<file path="src/rtl/piano_pkg.sv">
// piano_pkg: shared constants for the keyboard-to-buzzer voice allocator.
//   - PS/2 scancodes for the seven white keys A..J
//   - note divisors (100 MHz / f_note) for C4..B4
//   - default divisor width and the per-event action encoding
package piano_pkg;

    localparam int DIV_W_DEF = 22;

    localparam logic [8:0] KEY_A = 9'h01C;
    localparam logic [8:0] KEY_S = 9'h01B;
    localparam logic [8:0] KEY_D = 9'h023;
    localparam logic [8:0] KEY_F = 9'h02B;
    localparam logic [8:0] KEY_G = 9'h034;
    localparam logic [8:0] KEY_H = 9'h033;
    localparam logic [8:0] KEY_J = 9'h03B;

    localparam logic [21:0] DIV_C4 = 22'd381679;
    localparam logic [21:0] DIV_D4 = 22'd340136;
    localparam logic [21:0] DIV_E4 = 22'd303030;
    localparam logic [21:0] DIV_F4 = 22'd286532;
    localparam logic [21:0] DIV_G4 = 22'd255102;
    localparam logic [21:0] DIV_A4 = 22'd227272;
    localparam logic [21:0] DIV_B4 = 22'd202429;

    // What the allocation stage does with the event sitting in S1.
    typedef enum logic [1:0] {
        ACT_NONE,
        ACT_ALLOC,
        ACT_STEAL,
        ACT_FREE
    } act_e;

endpackage

</file>
<file path="src/rtl/voice_allocator_note_rom.sv">
// note_rom: combinational scancode -> {mapped, divisor} lookup.
// Ports:
//   code_i     9-bit PS/2 scancode
//   mapped_o   1 = code is one of the seven note keys
//   div_o      note divisor (0 when unmapped)
module note_rom
    import piano_pkg::*;
#(
    parameter int DIV_W = DIV_W_DEF
) (
    input  logic [8:0]       code_i,
    output logic             mapped_o,
    output logic [DIV_W-1:0] div_o
);

    always_comb begin
        mapped_o = 1'b1;
        div_o    = '0;
        case (code_i)
            KEY_A:   div_o = DIV_W'(DIV_C4);
            KEY_S:   div_o = DIV_W'(DIV_D4);
            KEY_D:   div_o = DIV_W'(DIV_E4);
            KEY_F:   div_o = DIV_W'(DIV_F4);
            KEY_G:   div_o = DIV_W'(DIV_G4);
            KEY_H:   div_o = DIV_W'(DIV_A4);
            KEY_J:   div_o = DIV_W'(DIV_B4);
            default: mapped_o = 1'b0;
        endcase
    end

endmodule

</file>
<file path="src/rtl/voice_allocator.sv">
// voice_allocator: two-voice scheduler between the PS/2 decoder and the buzzer.
// Press/release events are registered (S1, with note lookup) and then applied
// to the two voices by the allocation stage (S2). Outputs move two cycles
// after key_valid.
// Build option: define VOICE_STEAL_EN to let a press with both voices busy
// replace the oldest voice; otherwise such presses are dropped. overflow_cnt
// counts them in either build.
// Ports:
//   clk, rst        100 MHz clock, async active-high reset
//   enable          0 = mute and free all voices, drop events
//   key_valid       1-cycle event strobe for key_code/key_press
//   key_code        scancode of the event
//   key_press       1 = press, 0 = release
//   note_left/right voice 0/1 divisor (SILENT_DIV when idle)
//   voice_busy      bit i = voice i holds a key
//   overflow_cnt    saturating count of presses that found both voices busy
module voice_allocator
    import piano_pkg::*;
#(
    parameter int               DIV_W      = DIV_W_DEF,
    parameter logic [DIV_W-1:0] SILENT_DIV = '0,
    parameter int               CNT_W      = 8
) (
    input  logic             clk,
    input  logic             rst,
    input  logic             enable,
    input  logic             key_valid,
    input  logic [8:0]       key_code,
    input  logic             key_press,
    output logic [DIV_W-1:0] note_left,
    output logic [DIV_W-1:0] note_right,
    output logic [1:0]       voice_busy,
    output logic [CNT_W-1:0] overflow_cnt
);

    // ---------------- S1: event capture + note lookup ----------------
    logic             rom_mapped;
    logic [DIV_W-1:0] rom_div;

    note_rom #(.DIV_W(DIV_W)) u_rom (
        .code_i   (key_code),
        .mapped_o (rom_mapped),
        .div_o    (rom_div)
    );

    logic             s1_vld_q;
    logic [8:0]       s1_code_q;
    logic             s1_press_q;
    logic             s1_mapped_q;
    logic [DIV_W-1:0] s1_div_q;

    always_ff @(posedge clk or posedge rst) begin
        if (rst) begin
            s1_vld_q    <= 1'b0;
            s1_code_q   <= '0;
            s1_press_q  <= 1'b0;
            s1_mapped_q <= 1'b0;
            s1_div_q    <= '0;
        end else begin
            s1_vld_q <= key_valid & enable;
            if (key_valid & enable) begin
                s1_code_q   <= key_code;
                s1_press_q  <= key_press;
                s1_mapped_q <= rom_mapped;
                s1_div_q    <= rom_div;
            end
        end
    end

    // ---------------- S2: allocation ----------------
    logic [1:0]       busy_q;
    logic [8:0]       code_q [2];
    logic [DIV_W-1:0] note_q [2];
    logic             oldest_q;
    logic [CNT_W-1:0] ovf_q;

    // Codes only match on a busy voice; idle voices keep stale codes.
    logic hit0, hit1;
    assign hit0 = busy_q[0] && (code_q[0] == s1_code_q);
    assign hit1 = busy_q[1] && (code_q[1] == s1_code_q);

    act_e act;
    logic tgt;
    logic ovf_inc;

    always_comb begin
        act     = ACT_NONE;
        tgt     = 1'b0;
        ovf_inc = 1'b0;
        if (s1_vld_q) begin
            if (s1_press_q) begin
                // Repeats of a held key and unmapped keys never reach a voice.
                if (s1_mapped_q && !(hit0 || hit1)) begin
                    if (!busy_q[0]) begin
                        act = ACT_ALLOC;
                        tgt = 1'b0;
                    end else if (!busy_q[1]) begin
                        act = ACT_ALLOC;
                        tgt = 1'b1;
                    end else begin
                        ovf_inc = 1'b1;
`ifdef VOICE_STEAL_EN
                        act = ACT_STEAL;
                        tgt = oldest_q;
`endif
                    end
                end
            end else if (hit0) begin
                act = ACT_FREE;
                tgt = 1'b0;
            end else if (hit1) begin
                act = ACT_FREE;
                tgt = 1'b1;
            end
        end
    end

    always_ff @(posedge clk or posedge rst) begin
        if (rst) begin
            busy_q    <= '0;
            code_q[0] <= '0;
            code_q[1] <= '0;
            note_q[0] <= SILENT_DIV;
            note_q[1] <= SILENT_DIV;
            oldest_q  <= 1'b0;
            ovf_q     <= '0;
        end else if (!enable) begin
            // Mute: free everything; the overflow count is kept.
            busy_q    <= '0;
            code_q[0] <= '0;
            code_q[1] <= '0;
            note_q[0] <= SILENT_DIV;
            note_q[1] <= SILENT_DIV;
            oldest_q  <= 1'b0;
        end else begin
            case (act)
                ACT_ALLOC: begin
                    busy_q[tgt] <= 1'b1;
                    code_q[tgt] <= s1_code_q;
                    note_q[tgt] <= s1_div_q;
                    oldest_q    <= busy_q[~tgt] ? ~tgt : tgt;
                end
                ACT_STEAL: begin
                    code_q[tgt] <= s1_code_q;
                    note_q[tgt] <= s1_div_q;
                    oldest_q    <= ~oldest_q;
                end
                ACT_FREE: begin
                    busy_q[tgt] <= 1'b0;
                    note_q[tgt] <= SILENT_DIV;
                    if (busy_q[~tgt]) oldest_q <= ~tgt;
                end
                default: ;
            endcase
            if (ovf_inc && (ovf_q != {CNT_W{1'b1}})) ovf_q <= ovf_q + 1'b1;
        end
    end

    assign note_left    = note_q[0];
    assign note_right   = note_q[1];
    assign voice_busy   = busy_q;
    assign overflow_cnt = ovf_q;

endmodule

</file>
<file path="config.mk">
export PLATFORM = sky130hd
export DESIGN_NAME = voice_allocator
export DESIGN_NICKNAME = d
export VERILOG_FILES = /design/src/rtl/piano_pkg.sv /design/src/rtl/voice_allocator_note_rom.sv /design/src/rtl/voice_allocator.sv
export SDC_FILE = /design/constraint.sdc
export NUM_CORES = 1
export LEC_CHECK = 0
export ABC_AREA = 1
export CORE_ASPECT_RATIO = 0.6
export CORE_UTILIZATION = 35
export CTS_CLUSTER_SIZE = 12
export DETAILED_ROUTE_END_ITERATION = 6
export GPL_ROUTABILITY_DRIVEN = 0
export GPL_TIMING_DRIVEN = 0
export PLACE_DENSITY_LB_ADDON = 0.25
export RECOVER_POWER = 50
export SYNTH_ARGS = -nofsm -noshare
export SYNTH_HDL_FRONTEND = slang
export SYNTH_HIERARCHICAL = 1
export SYNTH_SLANG_ARGS = --single-unit
</file>
<file path="constraint.sdc">
create_clock -name clk -period 3.02 [get_ports clk]
set_input_delay 0.302 -clock clk [delete_from_list [all_inputs] [get_ports clk]]
set_output_delay 0.302 -clock clk [all_outputs]
set_load 0.01 [all_outputs]
</file>
==> flow_metrics.env <==
export IMPL_avgSynthCellArea_um2=7.28
export IMPL_drv_cap=0
export IMPL_finalCritPeriodShare_pct=91.3
export IMPL_rsz0062_at_grt="no"
export IMPL_end_kind="flop"
export IMPL_yosysUniqueCellTypes=35
export IMPL_p_int_mw=2.35
export IMPL_syn_area_um2=5690
export IMPL_cp_slowest_stage_delay_ns=0.36
export IMPL_setup_violations=0
export IMPL_fp_dieH_um=101
export IMPL_cts_tree="built"
export IMPL_fmaxAchievable_mhz=363
export IMPL_core_area_um2=15600
export IMPL_clock_skew_ns=0.00561
export IMPL_ys_seq_elements=106
export IMPL_grt_overflow=0
export IMPL_ir_drop_v=0.000235
export IMPL_fin_ws_ns=0.262
export IMPL_power_density_nw_per_um2=441
export IMPL_hold_start="s1_code_q[1]$_DFFE_PP0P_"
export IMPL_dp_hpwl_mm=12.0
export IMPL_worstSetupStartpoint="s1_code_q[5]$_DFFE_PP0P_"
export IMPL_vias=5231
export IMPL_syn_inst=781
export IMPL_start_util_pct=36.5
export IMPL_cts_setup_buffers=0
export IMPL_p_sw_share_pct=23.8
export IMPL_antenna_cells=0
export IMPL_net_switching_power_mw=0.734
export IMPL_yosysSeqAreaShare_pct=46.6
export IMPL_cp_max_fo=10
export IMPL_clockBufferDepth=2
export IMPL_grt_pass1_wl_mm=26.3
export IMPL_detail_route_antenna_nets=0
export IMPL_seqPwrFrac_pct=48.2
export IMPL_max_slew_worst_pin_slew_ns=1.23
export IMPL_wl_per_cell_um=14.8
export IMPL_place_ws_ns=-0.0332
export IMPL_track_usage_pct=20.2
export IMPL_rows=35
export IMPL_holdWs_ns=0.506
export IMPL_numCtsBuffers=9
export IMPL_critPathArrivalTime_ns=3.00
export IMPL_drive_gt1_share_pct=9.57
export IMPL_synth_edff_count=0
export IMPL_drc=8
export IMPL_boundaryPins=68
export IMPL_clk_pin_slew_ns=0.07
export IMPL_drt_total_wl_mm=15.8
export IMPL_first_global_vias=4783
export IMPL_crit_chain="inv_1, or2_2, nand3_1, nor2_1, nand2_1, nand2_1, nor2_1, nand2_1, nand2_1, ha_2, inv_1, nand3_2, nand2_2, nor2_4, buf_4, nand2_1, nand2_1"
export IMPL_finalHoldViolations=0
export IMPL_crit_top_cell="nand2_1"
export IMPL_avgViaCountPerCell=4.89
export IMPL_cts_sinks=106
export IMPL_min_period_ns=2.76
export IMPL_run_status="finished, violations left"
export IMPL_htreeDepth=3
export IMPL_clkPwrFrac_pct=43.6
export IMPL_numPortBuffers=67
export IMPL_hp_class="reg2reg"
export IMPL_async_reset_ff_share_pct=100
export IMPL_antenna_found_initial=0
export IMPL_clk_latency_ns=0.35
export IMPL_dieArea_um2=16800
export IMPL_cp_required_ns=3.26
export IMPL_setup_worst_path_class="reg2reg"
export IMPL_comb_power_share_pct=8.1
export IMPL_violations="DRC"
export IMPL_die_x_um=167
export IMPL_ys_warn_count=6
export IMPL_grt_max_degree=41
export IMPL_syn_to_final_growth_pct=22.9
export IMPL_root_buffer="clkbuf_16"
export IMPL_power_leakage_nw=3.74
export IMPL_drt_initial_drc_count=437
export IMPL_synth_flop_cell="dfrtp_1"
export IMPL_relSlewSlack_pct=17.7
export IMPL_drv_slew=0
export IMPL_drt_pass1_iterations=7
export IMPL_reg2reg_from="s1_code_q[5]$_DFFE_PP0P_"
export IMPL_critPathSlowestCell="dfrtp_1"
export IMPL_critPathLaunchType="flop"
export IMPL_nNetsFinal=878
[synthesized netlist by cell type, types with 3 or more instances]
cell	count	area, um^2
clkbuf_1	17	63.8
nor2_2	6	37.5
nand2_1	355	1330
buf_2	13	65.1
dfrtp_1	106	2650
nand4_1	51	319
inv_1	45	169
nand3_2	4	40.0
o21ai_0	32	160
or2_2	3	18.8
buf_4	13	97.6
inv_2	12	45.0
nand2_2	3	18.8
xor2_1	6	52.6
nand3_1	57	285
xnor2_1	3	26.3
nor2_1	32	120
[registers in the layout, summed over array words and instances, names as in the netlist]
register      flops
s1_div_q         22
voice_busy        2
s1_vld_q          1
note_right       22
overflow_cnt      8
s1_mapped_q       1
s1_press_q        1
s1_code_q         9
code_q           18
note_left        22
[power groups by stage]
| stage | Clock, mW | Sequential, mW | Combinational, mW |
|---|---|---|---|
| floorplan | 0 | 1.50 | 0.157 |
| finish | 1.34 | 1.49 | 0.250 |
| global route | 1.43 | 1.49 | 0.284 |
| CTS | 1.37 | 1.48 | 0.256 |
| global placement | 0 | 1.51 | 0.246 |
| detailed placement | 0 | 1.51 | 0.255 |
[critical path: cells and delay by family (launching register included)]
family | cells | cell delay, ns
flip-flops | 1 | 0.36
adder cells (fa/ha/maj) | 1 | 0.31
AND/OR/NAND/NOR | 13 | 1.54
buffers and inverters | 3 | 0.44
[stage by stage]
| stage | power (mW) | instances | TNS, ns | util [%] | cell area (um^2) |
|---|---|---|---|---|---|
| after floorplan | 1.66 | 783 | 0 | - | 5700 |
| after global placement | 1.76 | 1053 | -0.0204 | 42.5 | 6620 |
| after detailed placement | 1.77 | 1055 | -0.0678 | 42.7 | 6660 |
| after CTS | 3.11 | 1071 | 0 | 44.9 | 7000 |
| after global routing | 3.20 | 1070 | 0 | 44.8 | 6990 |
| final | 3.08 | 1070 | 0 | 44.8 | 6990 |
[what timing repair did]
item | in CTS | in global routing
hold buffers | 0 | 0
resized for setup | 1 | 7
pin swaps | 0 | 0
setup endpoints to repair | 8 | 42
[cell usage in the layout (no fill, tap or decap), types with 3 or more instances in the layout]
master / count
clkdlybuf4s50_1: 39
buf_2: 13
xor2_1: 6
nor2_1: 32
nand4_1: 51
bufinv_16: 3
dfrtp_1: 106
nand3_2: 5
clkbuf_2: 4
nand3_1: 56
clkbuf_16: 9
clkbuf_1: 15
buf_4: 13
nor2_2: 6
nand2_1: 355
conb_1: 3
inv_2: 12
xnor2_1: 3
or2_2: 3
dlygate4sd3_1: 28
nand2_2: 3
o21ai_0: 32
inv_1: 44
[final timing paths]
kind,to,slack [ns],cells after the start
worst max-delay path,note_left[3]$_DFFE_PP0P_,0.26,17
worst min-delay path,code_q[10]$_DFFE_PP0P_,0.51,2
worst max register to register,note_left[3]$_DFFE_PP0P_,0.26,17
worst min register to register,code_q[10]$_DFFE_PP0P_,0.51,2
max in group asynchronous,s1_div_q[5]$_DFFE_PP0P_,0.54,4
min in group asynchronous,overflow_cnt[5]$_DFFE_PP0P_,0.66,2
[cell type report]
class / count / area (um^2)
clock buffer: 11 / 233
timing repair buffer: 69 / 687
clock inverter: 5 / 103
sequential: 106 / 2650
inverter: 59 / 223
fill: 1589 / 8600
tap: 203 / 254
buffer: 44 / 241
multi-input combinational: 573 / 2590
[per-layer routing]
layer,vias up,wire (um),part of all wire [%],global-route usage (%)
li1,2632,-,-,-
met1,2433,8840,56,33.3
met2,156,5670,36,26.5
met3,10,1210,7.6,4.04
met4,0,111,0.70,3.63
met5,-,0,0,0
[logic make-up after synthesis]
kind of cell | synth area share, %
AND/OR/NAND/NOR | 39.4
XOR/XNOR | 1.39
flip-flops | 46.6
adder cells (fa/ha/maj) | 0.440
AO/OA/AOI/OAI | 3.94
other | 0.0659
buffers and inverters | 8.14
(Power assumes the default switching activity.)
